--- src/rtl/code_lock_seq.sv ---
// code_lock_seq: reprogrammable N-digit sequential code lock with failed-attempt counter.
// Latency: all outputs registered. O, Err, Locked and Tries change the cycle after the edge that accepts the deciding digit.
// Backpressure: none. A digit is accepted on every cycle where HAB=1 and Valid=1, and is ignored during LOCKOUT.
//
// Ports:
//   Clock   system clock, rising edge
//   Reset   asynchronous active-high reset; also restores DEFAULT_CODE
//   HAB     enable; when low, Valid is ignored and any partial entry/programming is dropped
//   COD     1 = program a new code (only while open), 0 = verify
//   A       digit value, sampled with Valid
//   Valid   one-cycle digit strobe
//   O       lock open
//   Err     one-cycle pulse after a wrong N-digit sequence
//   Locked  lockout active
//   Tries   failed-attempt count, saturating at MAX_TRIES
//   Prog    programming sequence in progress
//
// Optional feature: define CODE_LOCK_LOCKOUT_EN to enter LOCKOUT after MAX_TRIES failures.
// Without it, Locked is tied low and entry continues with Tries saturated.

module code_lock_seq #(
    parameter int               W            = 4,
    parameter int               N            = 4,
    parameter logic [N*W-1:0]   DEFAULT_CODE = {(N*W){1'b0}},
    parameter int               MAX_TRIES    = 3,
    parameter int               OPEN_CYCLES  = 32,
    parameter int               LOCK_CYCLES  = 64
) (
    input  logic                             Clock,
    input  logic                             Reset,
    input  logic                             HAB,
    input  logic                             COD,
    input  logic [W-1:0]                     A,
    input  logic                             Valid,
    output logic                             O,
    output logic                             Err,
    output logic                             Locked,
    output logic [$clog2(MAX_TRIES+1)-1:0]   Tries,
    output logic                             Prog
);

    localparam int TW   = $clog2(MAX_TRIES + 1);
    localparam int IW   = (N > 1) ? $clog2(N) : 1;
    localparam int TMAX = (OPEN_CYCLES > LOCK_CYCLES) ? OPEN_CYCLES : LOCK_CYCLES;
    localparam int TMW  = $clog2(TMAX + 1);

    localparam logic [IW-1:0]  LAST_IDX  = IW'(N - 1);
    localparam logic [TW-1:0]  TRIES_MAX = TW'(MAX_TRIES);
    localparam logic [TMW-1:0] OPEN_LOAD = TMW'(OPEN_CYCLES);
`ifdef CODE_LOCK_LOCKOUT_EN
    localparam logic [TMW-1:0] LOCK_LOAD = TMW'(LOCK_CYCLES);
`endif

    typedef enum logic [1:0] {IDLE, ENTER, OPEN, LOCKOUT} state_t;

    state_t           state_q, state_n, state_e;
    logic [IW-1:0]    idx_q, idx_n, idx_e;
    logic             match_q, match_n, match_e;
    logic [TW-1:0]    tries_q, tries_n, tries_e;
    logic [TMW-1:0]   tmr_q, tmr_n;
    logic [N*W-1:0]   code_q, code_n;
    logic [N*W-1:0]   shadow_q, shadow_n, shadow_w;
    logic             prog_q, prog_n;
    logic             digit_ok;
    logic             fail;
    logic             o_n, err_n, locked_n;

    // State register
    always_ff @(posedge Clock or posedge Reset) begin
        if (Reset) begin
            state_q  <= IDLE;
            idx_q    <= '0;
            match_q  <= 1'b1;
            tries_q  <= '0;
            tmr_q    <= '0;
            code_q   <= DEFAULT_CODE;
            shadow_q <= '0;
            prog_q   <= 1'b0;
            O        <= 1'b0;
            Err      <= 1'b0;
            Locked   <= 1'b0;
        end else begin
            state_q  <= state_n;
            idx_q    <= idx_n;
            match_q  <= match_n;
            tries_q  <= tries_n;
            tmr_q    <= tmr_n;
            code_q   <= code_n;
            shadow_q <= shadow_n;
            prog_q   <= prog_n;
            O        <= o_n;
            Err      <= err_n;
            Locked   <= locked_n;
        end
    end

    // Next-state logic
    always_comb begin
        state_n  = state_q;
        idx_n    = idx_q;
        match_n  = match_q;
        tries_n  = tries_q;
        tmr_n    = tmr_q;
        code_n   = code_q;
        shadow_n = shadow_q;
        prog_n   = prog_q;
        fail     = 1'b0;
        digit_ok = 1'b0;
        shadow_w = shadow_q;

        // Resolve timer expiry first, so that a digit arriving on the
        // expiry edge is handled as the first digit in IDLE.
        state_e  = state_q;
        idx_e    = idx_q;
        match_e  = match_q;
        tries_e  = tries_q;
        if (state_q == OPEN || state_q == LOCKOUT) begin
            if (tmr_q <= TMW'(1)) begin
                state_e = IDLE;
                idx_e   = '0;
                match_e = 1'b1;
                if (state_q == LOCKOUT) begin
                    tries_e = '0;
                end
                state_n = IDLE;
                tmr_n   = '0;
                prog_n  = 1'b0;
            end else begin
                tmr_n = tmr_q - TMW'(1);
            end
        end
        idx_n   = idx_e;
        match_n = match_e;
        tries_n = tries_e;

        if (!HAB) begin
            idx_n   = '0;
            match_n = 1'b1;
            prog_n  = 1'b0;
            if (state_n == ENTER) begin
                state_n = IDLE;
            end
        end else if (Valid) begin
            case (state_e)
                IDLE, ENTER: begin
                    // The running match flag lets every digit be keyed in
                    // even after a mismatch; the verdict comes only at digit N.
                    digit_ok = match_e & (A == code_q[idx_e*W +: W]);
                    if (idx_e == LAST_IDX) begin
                        idx_n   = '0;
                        match_n = 1'b1;
                        if (digit_ok) begin
                            state_n = OPEN;
                            tries_n = '0;
                            tmr_n   = OPEN_LOAD;
                        end else begin
                            fail    = 1'b1;
                            state_n = IDLE;
`ifdef CODE_LOCK_LOCKOUT_EN
                            if (tries_e + 1'b1 >= TRIES_MAX) begin
                                tries_n = TRIES_MAX;
                                state_n = LOCKOUT;
                                tmr_n   = LOCK_LOAD;
                            end else begin
                                tries_n = tries_e + 1'b1;
                            end
`else
                            tries_n = (tries_e == TRIES_MAX) ? TRIES_MAX : tries_e + 1'b1;
`endif
                        end
                    end else begin
                        idx_n   = idx_e + IW'(1);
                        match_n = digit_ok;
                        state_n = ENTER;
                    end
                end
                OPEN: begin
                    if (COD) begin
                        shadow_w               = shadow_q;
                        shadow_w[idx_e*W +: W] = A;
                        shadow_n               = shadow_w;
                        if (idx_e == LAST_IDX) begin
                            // Commit ends the open period immediately.
                            code_n  = shadow_w;
                            idx_n   = '0;
                            prog_n  = 1'b0;
                            state_n = IDLE;
                            tmr_n   = '0;
                        end else begin
                            idx_n  = idx_e + IW'(1);
                            prog_n = 1'b1;
                        end
                    end
                end
                default: begin
                    // LOCKOUT: digits ignored
                end
            endcase
        end
    end

    // Output logic (registered in the state register process)
    always_comb begin
        o_n   = (state_n == OPEN);
        err_n = fail;
`ifdef CODE_LOCK_LOCKOUT_EN
        locked_n = (state_n == LOCKOUT);
`else
        locked_n = 1'b0;
`endif
    end

    assign Tries = tries_q;
    assign Prog  = prog_q;

endmodule

--- config.mk ---
export PLATFORM = sky130hd
export DESIGN_NAME = code_lock_seq
export DESIGN_NICKNAME = d
export VERILOG_FILES = /design/src/rtl/code_lock_seq.sv
export SDC_FILE = /design/constraint.sdc
export NUM_CORES = 1
export LEC_CHECK = 0
export CAP_MARGIN = 20
export CORE_UTILIZATION = 60
export CTS_BUF_LIST = sky130_fd_sc_hd__clkbuf_8
export DETAILED_ROUTE_END_ITERATION = 16
export PLACE_DENSITY = 0.91
export SETUP_SLACK_MARGIN = 0.05
export SYNTH_ARGS = -nofsm -noshare
export SYNTH_HDL_FRONTEND = slang
export SYNTH_SLANG_ARGS = --single-unit
--- constraint.sdc ---
create_clock -name Clock -period 4.3 [get_ports Clock]
set_clock_uncertainty 0.15 [all_clocks]
set_input_delay 1.075 -clock Clock [delete_from_list [all_inputs] [get_ports Clock]]
set_output_delay 1.075 -clock Clock [all_outputs]
set_load 0.03 [all_outputs]
==> impl_metrics.yaml <==
power:
  cellPowerDensity_nw_per_um2: 520.7
  power.static_leakage_nw: 1.284
  worst_ir_drop_vdd_mv: 0.3697
floorplanning:
  dieHeight_um: 70.18
  core_um2: 4414
  fp.dieArea_um2: 4925
  io_pins: 15
  start_util: 0.6318
  die_w_um: 70.18
  rows: 24
timing:
  report.final.hold_viol_count: 0
  final-max-slew-violation-count: 0
  tns_ns: 0
  fin_crit_ns: 3.434
  rsz_0062_raised_after_global_routing: "false"
  worst_slew_margin_rel: 0.4626
  layout_worst_path_cycle_share: 0.7986
  maxClockFrequency_ghz: 0.2912
  worstMarginPinSlew_ns: 0.8000
  setup_viol_count_final: 0
finish:
  areaGrowthSynthToFinish_pct: 9.915
  insertedDiodeCount: 0
  final_nets: 315
  filler_free_cell_count_of_the_finished_design: 351
  layout-drive-gt1-share: 0.08027
cts:
  cts-buffers-inserted: 5
  cts_num_sinks: 49
  tritoncts: "yes"
  cts.root.buffer_cell: "sky130_fd_sc_hd__clkbuf_8"
  clk_pin_slew_worst_paths_ns: 0.10
  cts_resized: 0
  clock_insertion_delay_worst_skew_ns: 0.32
  h-tree-depth: 2
  cts.repair_timing.setup_buffer_count: 0
  cts.path.max_buffers: 2
  post_cts_hold_buffer_count: 0
critical_path:
  critPathCapture: "tmr_q[2]"
  end_kind: "flop"
  critical_path.reg2reg.startpoint: "tmr_q[4]"
  worst-path-max-fanout: 12
  endpoint_of_the_most_critical_register_to_register_path: "tmr_q[2]"
  setup_crit_start: "tmr_q[4]"
  r2r_cells: 9
  cp_data_required_time_ns: 4.39
  crit_type: "reg -> reg"
  worst_ep_arrival_time_ns: 3.52
  startpoint_type_of_the_worst_setup_path: "flop"
  r2r_setup_slack_ns: 0.87
synthesis:
  synth_flop_cell: "sky130_fd_sc_hd__dfrtp_1"
  synthCells: 292
  synth_common_cells: "sky130_fd_sc_hd__dfrtp_1 (48), sky130_fd_sc_hd__nand2_1 (34), sky130_fd_sc_hd__o21ai_0 (24), sky130_fd_sc_hd__a21oi_1 (22), sky130_fd_sc_hd__nor2b_1 (21)"
  netlist.area_leader.share: 0.4307
  asyncSetResetFlopFracSynth: 1.000
  postSynthAreaPerCell_um2: 9.551
  yosysWarningCount: 0
  synth.net_count: 309
  yosysTopAreaCell: "sky130_fd_sc_hd__dfrtp_1"
  ys_seq_elements: 49
  synth_seq_area_share: 0.4401
  synth-edff-count: 0
  post_synth_main_area_contributors: "sky130_fd_sc_hd__dfrtp_1 (43%), sky130_fd_sc_hd__a32o_1 (6.5%), sky130_fd_sc_hd__nor2b_1 (4.7%)"
  most_numerous_cell_in_the_yosys_netlist: "sky130_fd_sc_hd__dfrtp_1"
  post_synth_instance_area_um2: 2789
  synth.lib_cells_used.distinct: 53
placed_design:
  routabilityCongestion: 0.8664
  detailed_place_hpwl_um: 4222
  port-buffer-count: 13
  dp_cells: 342
global_route:
  grt_pass1_wl_um: 10170
  grt_util_all_layers: 0.2670
  grt_antenna_before_repair: 0
  grt_max_degree: 50
  grt_pass1_vias: 2080
  grt.overflow.total: 0
route:
  detailedRoute.firstIterationViolations: 224
  ant_nets: 0
  drt_drc_violations_left: 0
  wirelength_um: 6185
  num_vias: 2312
  routed_wire_length_per_instance_um: 17.62
  drt_pass1_iterations: 7
  average_via_count_per_standard_cell: 6.587
outcome:
  run_status: "complete, no violations"
job:
  timing.max_cap.violations: 0
hold_path:
  hold_path.class: "reg -> reg"
## stage by stage
step	instance area (um2)	hold WS, ns	utilization	setup WS [ns]	total power [mW]
after floorplan	2789	0.2944	-	1.465	1.102
after global placement	2930	0.3058	0.6638	1.108	1.218
after detailed placement	2930	0.3212	0.6638	1.068	1.237
after CTS	3045	0.3442	0.6899	1.030	1.580
after global routing	3065	0.3493	0.6944	0.6909	1.683
final	3065	0.3407	0.6944	0.8662	1.596
## critical path, cell delays in order (launching register included)
cell                      delay, ns
sky130_fd_sc_hd__dfrtp_1       0.45
sky130_fd_sc_hd__or4_4         0.61
sky130_fd_sc_hd__nor3_4        0.33
sky130_fd_sc_hd__nor2_1        0.20
sky130_fd_sc_hd__ha_1          0.39
sky130_fd_sc_hd__a21oi_1       0.17
sky130_fd_sc_hd__o21ai_0       0.22
sky130_fd_sc_hd__and2_1        0.29
sky130_fd_sc_hd__or3_1         0.37
sky130_fd_sc_hd__a31oi_1       0.15
## cells by family (layout without fill, tap and decap cells)
kind of cell | after synthesis | in the layout | synth area share
and+or+nand+nor | 105 | 105 | 0.2127
AOI/OAI and AO/OA | 92 | 92 | 0.2333
DFF | 49 | 49 | 0.4401
buffers and inverters | 25 | 32 | 0.03544
adders and majority gates | 8 | 8 | 0.03589
muxes | 7 | 7 | 0.02557
xor gates and xnor gates | 5 | 5 | 0.01570
other | 1 | 1 | 0.001345
## worst min path at each step
| stage | start | to | slack, ns | cells after the start |
|---|---|---|---|---|
| 2_1_floorplan | code_q[15] | code_q[15] | 0.29 | 2 |
| 3_3_place_gp | code_q[15] | code_q[15] | 0.31 | 2 |
| 3_5_place_dp | code_q[7] | code_q[7] | 0.32 | 2 |
| 4_1_cts | code_q[7] | code_q[7] | 0.34 | 2 |
| 5_1_grt | shadow_q[7] | shadow_q[7] | 0.35 | 1 |
| 6_report | code_q[7] | code_q[7] | 0.34 | 2 |
## state kept, by name, indices dropped and copies added (netlist names), 2 cells and up
name	cells
tmr_q	7
shadow_q	16
state_q	2
idx_q	2
Tries	2
code_q	16
## placed cells by master, fill, tap and decap left out, drive strengths merged, types with 4 or more instances in the layout
master	instances
mux2i	6
nand3	5
nand2b	4
o31ai	5
ha	8
a21oi	22
and3	4
a32o	18
and2	6
nand2	34
or3	6
inv	8
dfrtp	48
nor2b	21
a311oi	4
xnor2	5
nor2	11
nor3	4
clkdlybuf4s50	13
o21ai	25
clkbuf	5
## layer usage
layer | routed length, um | global-route usage
met1 | 2800 | 0.3814
met2 | 2878 | 0.4188
met3 | 425 | 0.04906
met4 | 80 | 0.07778
met5 | 0 | 0
## layout make-up
| cell class | count | area [um2] |
|---|---|---|
| multi-input cells | 218 | 1463 |
| fillers | 310 | 1349 |
| repair buffers | 16 | 165.2 |
| well taps | 52 | 65.06 |
| flip-flops and latches | 49 | 1227 |
| inverters | 8 | 30.03 |
| clock buffers | 5 | 68.82 |
| clock inverters | 3 | 46.29 |
## power by group
group | internal [mW] | leakage [nW] | switching, mW
clock | 0.174 | 0.0543 | 0.168
combinational | 0.253 | 0.569 | 0.353
sequential | 0.540 | 0.661 | 0.108
total | 0.967 | 1.28 | 0.629
(Power assumes the default switching activity.)
